`src/rtl/sync_filter_bank.sv`:
```
// sync_filter_bank: per-channel multi-flop synchronizer with a stability filter and registered edge pulses.
module sync_filter_bank #(
    parameter int C_WIDTH = 1,
    parameter int C_NUM_LEVELS = 2,
    parameter int C_FILTER_CYCLES = 1,
    parameter logic [C_WIDTH-1:0] C_RST_VAL = '0
) (
    input  logic               i_clk,
    input  logic               i_rst,
    input  logic [C_WIDTH-1:0] i_data,
    output logic [C_WIDTH-1:0] o_data,
    output logic [C_WIDTH-1:0] o_rise,
    output logic [C_WIDTH-1:0] o_fall
);
    localparam int CW = $clog2(C_FILTER_CYCLES + 1);
    localparam logic [CW-1:0] LAST = CW'(C_FILTER_CYCLES - 1);
    logic [C_WIDTH-1:0] stage [C_NUM_LEVELS];
    logic [CW-1:0] cnt [C_WIDTH];
    logic [C_WIDTH-1:0] sync;
    assign sync = stage[C_NUM_LEVELS-1];
    // o_data is the stable state; it only moves after C_FILTER_CYCLES consecutive disagreeing samples
    always_ff @(posedge i_clk) begin
        if (i_rst) begin
            for (int k = 0; k < C_NUM_LEVELS; k++) stage[k] <= C_RST_VAL;
            for (int n = 0; n < C_WIDTH; n++) cnt[n] <= '0;
            o_data <= C_RST_VAL;
            o_rise <= '0;
            o_fall <= '0;
        end else begin
            stage[0] <= i_data;
            for (int k = 1; k < C_NUM_LEVELS; k++) stage[k] <= stage[k-1];
            for (int n = 0; n < C_WIDTH; n++) begin
                o_rise[n] <= 1'b0;
                o_fall[n] <= 1'b0;
                if (sync[n] == o_data[n]) begin
                    cnt[n] <= '0;
                end else if (cnt[n] == LAST) begin
                    cnt[n]    <= '0;
                    o_data[n] <= sync[n];
                    o_rise[n] <= sync[n];
                    o_fall[n] <= ~sync[n];
                end else begin
                    cnt[n] <= cnt[n] + CW'(1);
                end
            end
        end
    end
endmodule

```
`config.mk`:
```
export PLATFORM = sky130hd
export DESIGN_NAME = sync_filter_bank
export DESIGN_NICKNAME = d
export VERILOG_FILES = /design/src/rtl/sync_filter_bank.sv
export SDC_FILE = /design/constraint.sdc
export NUM_CORES = 1
export LEC_CHECK = 0
export ABC_AREA = 1
export CORE_AREA = 2 2 39 41
export DETAILED_ROUTE_END_ITERATION = 12
export DIE_AREA = 0 0 41 43
export DONT_BUFFER_PORTS = 1
export GPL_TIMING_DRIVEN = 0
export RECOVER_POWER = 25
export SYNTH_ARGS = -nofsm -noshare
export SYNTH_HDL_FRONTEND = slang
export SYNTH_SLANG_ARGS = --single-unit
```
`constraint.sdc`:
```
create_clock -name i_clk -period 1 [get_ports i_clk]
set_clock_uncertainty 0.05 [all_clocks]
set_input_delay 0.1 -clock i_clk [delete_from_list [all_inputs] [get_ports i_clk]]
set_output_delay 0.1 -clock i_clk [all_outputs]
set_load 0.03 [all_outputs]
```
==> results of run 1 <==
[worst paths after layout]
check                                  from     endpoint  slack (ns)
worst max-delay path                 o_rise       o_rise        0.13
worst min register to register  stage[0][0]  stage[0][1]        0.35
worst min-delay path            stage[0][0]  stage[0][1]        0.35
worst max register to register       cnt[0]       o_fall        0.20
[report_power, final]
part	switching [uW]	internal, uW	total, uW
registers	16.8	259	276
logic	12.6	12.0	24.6
clock network	91.2	151	243
[flip-flops by register name, summed over array words and instances, names as in the netlist]
signal	count
o_data	1
o_rise	1
cnt	1
stage	2
o_fall	1
[layout make-up]
type,count,area [um^2],share of cell area [%]
timing repair buffer,2,20.02,7.407
tap,16,20.02,7.407
inverter,7,26.28,9.722
clock buffer,4,26.28,9.722
multi-input combinational,11,46.29,17.13
sequential,6,131.4,48.61
[stage by stage]
| stage | cell area (um^2) | power [uW] |
|---|---|---|
| 2_1_floorplan | 202.7 | 293.5 |
| 3_3_place_gp | 222.7 | 295.6 |
| 3_5_place_dp | 222.7 | 297.3 |
| 4_1_cts | 269.0 | 554.0 |
| 5_1_grt | 270.3 | 594.9 |
| 6_report | 270.3 | 543.4 |
[layout by cell type, fill, tap and decap left out]
master and n:
sky130_fd_sc_hd__nor2_1 4, sky130_fd_sc_hd__nand2_1 2, sky130_fd_sc_hd__conb_1 2, sky130_fd_sc_hd__clkbuf_1 1, sky130_fd_sc_hd__clkbuf_4 3, sky130_fd_sc_hd__dfxtp_1 4, sky130_fd_sc_hd__nor2_2 1, sky130_fd_sc_hd__nand3_1 2
sky130_fd_sc_hd__inv_1 7, sky130_fd_sc_hd__edfxtp_1 1, sky130_fd_sc_hd__dlygate4sd3_1 2, sky130_fd_sc_hd__dfxtp_2 1
[per-layer routing]
layer  part of all wire, %  vias up
li1                      -       75
met1                    43       54
met2                    32        9
met3                    24        0
met4                     0        0
met5                     0        -
[what timing repair did]
item | CTS | global route
gates resized for setup | 0 | 1
hold buffers | 2 | 0
endpoints found under the hold margin | 5 | 0
setup endpoints to repair | 0 | 1
[logic make-up (layout without fill, tap and decap cells)]
kind of cell,after synthesis,count (layout),synth area share [%]
AND/OR/NAND/NOR,9,9,19.14
buffers and inverters,7,13,12.97
flip-flops,6,6,64.20
other,2,2,3.705
==> metrics.cfg, run 1 <==
[critical_path]
required_ns = 0.85
setup.worst_path.start_class = flip-flop
worst-setup-path-type = flip-flop to output port
worst_r2r_path_depth = 3
timing.critical_path.fanout_max = 1
critical_path.endpoint_type = output port
cp.depth = 0
worst-endpoint-arrival_ns = 0.72

[placed_design]
pre_cts_slack_ns = 0.07316
gp_routability_congestion = 0.6171
place.port_buffers = 0
dp_hpwl_um = 191.8
post-place-cells = 40

[routing]
routed-via-count = 138
dr.pass1.iters = 2
drcViolationCount = 0
dr.first_iter.drc_count = 3
avgRoutedWirePerCell_um = 5.696
detail-route-antenna-nets = 0
via_per_inst = 3.000
route.final.wire_length_um = 262

[min_path]
worst_hold_depth = 2
min_path_type = flip-flop to flip-flop

[global_routing]
first_global_vias = 136
grt_util_all_layers_pct = 5.327
grt.met1_usage_pct = 5.161
busiest_layer = met3
grt_max_degree = 5
gr-total-overflow = 0
antenna_found_initial = 0
use_met2_pct = 5.000
grt_pass1_wl_um = 503
grt_util_met3_pct = 9.424

[sta]
rsz0062_at_grt = no
min_tclk_post_route_ns = 0.8688
timing.hold.ws_ns = 0.3494
report.final.setup_viol = 0
fin_setup_tns_ns = 0
setup_slack_ns = 0.1312
fmax_mhz = 1151
final_worst_path_period_share_pct = 86.88
timing_max_transition_violations_final = 0
hold_viol = 0

[logic_synthesis]
mapped_area_um2 = 202.7
synth_top_cell_area_share_pct = 49.38
ys_seq_area_share_pct = 64.20
synth.avg_cell_area_um2 = 8.446
ys.warnings.count = 0
synth_enable_flop_cells = 1
netlist-cell-type-count = 8
post-synth-top-count-cell = sky130_fd_sc_hd__inv_1
net_count_synth = 27
synth_top_cell_by_area = sky130_fd_sc_hd__dfxtp_1
synth_ff_type = sky130_fd_sc_hd__dfxtp_1
synth.cells.most_frequent = sky130_fd_sc_hd__inv_1, sky130_fd_sc_hd__dfxtp_1, sky130_fd_sc_hd__nor2_1
post_synth_main_area_contributors = sky130_fd_sc_hd__dfxtp_1, sky130_fd_sc_hd__edfxtp_1, sky130_fd_sc_hd__inv_1
synthesis.instances = 24
ys_seq_elements = 6
async_reset_ff_share_pct = 0

[job]
max_cap_violations = 0

[clocking]
numClockSinks = 6
tritoncts = built
postCtsSetupRepairBufs = 0
cts.clk_slew.worst_paths_ns = 0.05
root_buffer = sky130_fd_sc_hd__clkbuf_4
cts.htree.levels = 1
cts_inserted_buffers = 3
ctsLongestPathBuffers = 2
clkLatencyLatePin_ns = 0.25

[floorplan]
die_h_um = 43
num_io_pins = 6
dieArea_um2 = 1763
die_x_um = 41
core_um2 = 1384
fp-row-count = 14
initial_core_util_pct = 14.65

[cells_and_area]
fin_nets = 34
finish.cell_count_without_fillers = 46
final_core_util_pct = 19.53
fillCellCount = 156
area_growth_syn_to_layout_pct = 33.33
drive_above_1_share_pct = 16.67
diodes = 0

[power_and_ir_drop]
pwr_density_cell_nw_per_um2 = 2011
p_leak_uw = 0.0001350
power.ir.vdd_worst_mv = 0.9662

[outcome]
result_of_the_run = finished clean

Power figures use the tool's default switching activity.
==> run 2: changes to the inputs <==
PLACE_DENSITY = 0.3   (was unset)
clock period = 0.99 ns   (was 1 ns; I/O delays follow)
==> metrics.cfg, run 2 (synthesis gave the netlist of run 1 again) <==
[sta]
fin_setup_tns_ns = 0  ; unchanged
report.final.setup_viol = 0  ; unchanged
min_tclk_post_route_ns = 0.8673
hold_viol = 0  ; unchanged
rsz0062_at_grt = no
final_worst_path_period_share_pct = 87.60
fmax_mhz = 1153
setup_slack_ns = 0.1227  ; -0.008425 ns
timing_max_transition_violations_final = 0  ; unchanged

[placed_design]
gp_routability_congestion = 0.5577  ; -9.6%
placement.cell_area_um2 = 222.7  ; unchanged
place.port_buffers = 0  ; unchanged
dp_hpwl_um = 224.4  ; +17%
pre_cts_slack_ns = 0.04788  ; -0.02528 ns

[floorplan]
fp-row-count = 14  ; unchanged
initial_core_util_pct = 14.65  ; unchanged
core_um2 = 1384  ; unchanged
num_io_pins = 6  ; unchanged
die_x_um = 41  ; unchanged
die_h_um = 43  ; unchanged
dieArea_um2 = 1763  ; unchanged

[cells_and_area]
number_of_flip_flops_under_the_largest_register_name = 2  ; unchanged
layout_commonest_cell = sky130_fd_sc_hd__inv_1
drive_above_1_share_pct = 16.67  ; unchanged
top_register = stage
fillCellCount = 161  ; +3.2%
layout.cell_area.non_filler_um2 = 270.3  ; unchanged
multi_input_comb_area_um2 = 46.29  ; unchanged
area_growth_syn_to_layout_pct = 33.33  ; unchanged
fin_nets = 34  ; unchanged
diodes = 0  ; unchanged
layout_common_cells = sky130_fd_sc_hd__inv_1, sky130_fd_sc_hd__nor2_1, sky130_fd_sc_hd__dfxtp_1
regArea_um2 = 131.4  ; unchanged

[global_routing]
grt.met1_usage_pct = 3.871  ; -1.3 points
grt_util_met3_pct = 7.853  ; -1.6 points
grt_max_degree = 5  ; unchanged
gr-total-overflow = 0  ; unchanged
first_global_vias = 136  ; unchanged
antenna_found_initial = 0  ; unchanged
use_met2_pct = 5.625  ; +0.62 points
grt_pass1_wl_um = 483  ; -4.0%
grt_util_all_layers_pct = 5.126  ; -0.20 points
busiest_layer = met3

[critical_path]
setup.worst_path.start_class = flip-flop
worst-endpoint-arrival_ns = 0.72  ; about the same
critical_path.endpoint_type = output port
timing.reg2reg.setup_slack_ns = 0.18  ; -0.02 ns
rr_startpoint = o_data
required_ns = 0.84  ; about the same
worst_r2r_path_depth = 4  ; +1
worst-setup-path-type = flip-flop to output port
timing.critical_path.fanout_max = 1  ; unchanged
r2r-end = o_data

[routing]
route.final.wire_length_um = 278  ; +6.1%
drcViolationCount = 0  ; unchanged
dr.first_iter.drc_count = 1  ; -2
via_per_inst = 3.087  ; +2.9%
dr.pass1.iters = 2  ; unchanged
detail-route-antenna-nets = 0  ; unchanged
avgRoutedWirePerCell_um = 6.043  ; +6.1%
routed-via-count = 142  ; +2.9%

[clocking]
ctsLongestPathBuffers = 2  ; unchanged
cts.clk_slew.worst_paths_ns = 0.05  ; about the same
root_buffer = sky130_fd_sc_hd__clkbuf_4
cts.htree.levels = 1  ; unchanged
clkLatencyLatePin_ns = 0.24  ; about the same
cts_inserted_buffers = 3  ; unchanged
tritoncts = built
numClockSinks = 6  ; unchanged
postCtsSetupRepairBufs = 0  ; unchanged

[power_and_ir_drop]
power.ir.vdd_worst_mv = 0.4810  ; -50%
pwr_density_cell_nw_per_um2 = 2018  ; +0.37%
p_leak_uw = 0.0001350  ; unchanged

[job]
max_cap_violations = 0  ; unchanged

[outcome]
result_of_the_run = finished clean

[min_path]
hold-path-endpoint = stage[0][1]
worst_hold_depth = 2  ; unchanged
hold_startpoint = stage[0][0]
min_path_type = flip-flop to flip-flop

run 2: cell counts in the layout (fill, tap and decap cells not counted):
No cell type changed its count.
run 2: worst max-delay path by stage:
stage            from  slack [ns]      to  cells past startpoint
2_1_floorplan  o_data        0.13  o_data                      4
3_5_place_dp   o_data        0.05  o_data                      4
3_3_place_gp   o_data        0.08  o_data                      4
4_1_cts        o_data        0.04  o_data                      4
5_1_grt        o_fall        0.07  o_fall                      0
6_report       o_fall        0.12  o_fall                      0
run 2: timing repair:
action                     CTS  global route
hold buffers                 2             0
hold endpoints to repair     5             0
setup endpoints to repair    0             1
resized for setup            0             1
run 2: layout make-up:
type / count / area share, %
well taps: 16 / 7.407
clock buffers: 4 / 9.722
flip-flops and latches: 6 / 48.61
multi-input cells: 11 / 17.13
repair buffers: 2 / 7.407
inverters: 7 / 9.722
run 2: stage by stage:
stage / hold slack (ns) / cells / util (%) / total power [uW]
CTS: 0.3529 / 46 / 19.44 / 564.9
detailed placement: 0.1245 / 40 / 16.09 / 300.5
global placement: 0.1226 / 40 / 16.09 / 299.3
finish: 0.3493 / 46 / 19.53 / 545.4
global route: 0.3954 / 46 / 19.53 / 587.0
floorplan: 0.1202 / 24 / - / 296.4
run 2: report_power, final:
part           switching (uW)  internal (uW)  leakage (uW)
clock network            88.4            153     0.0000150
logic                    12.9           12.1     0.0000689
registers                17.1            262     0.0000511
total                     119            427      0.000135
run 2: metal layers:
metal | vias to the layer above | share of wire [%]
met1 | 62 | 41
li1 | 75 | -
met2 | 5 | 45
met4 | 0 | 0
met5 | - | 0
met3 | 0 | 13
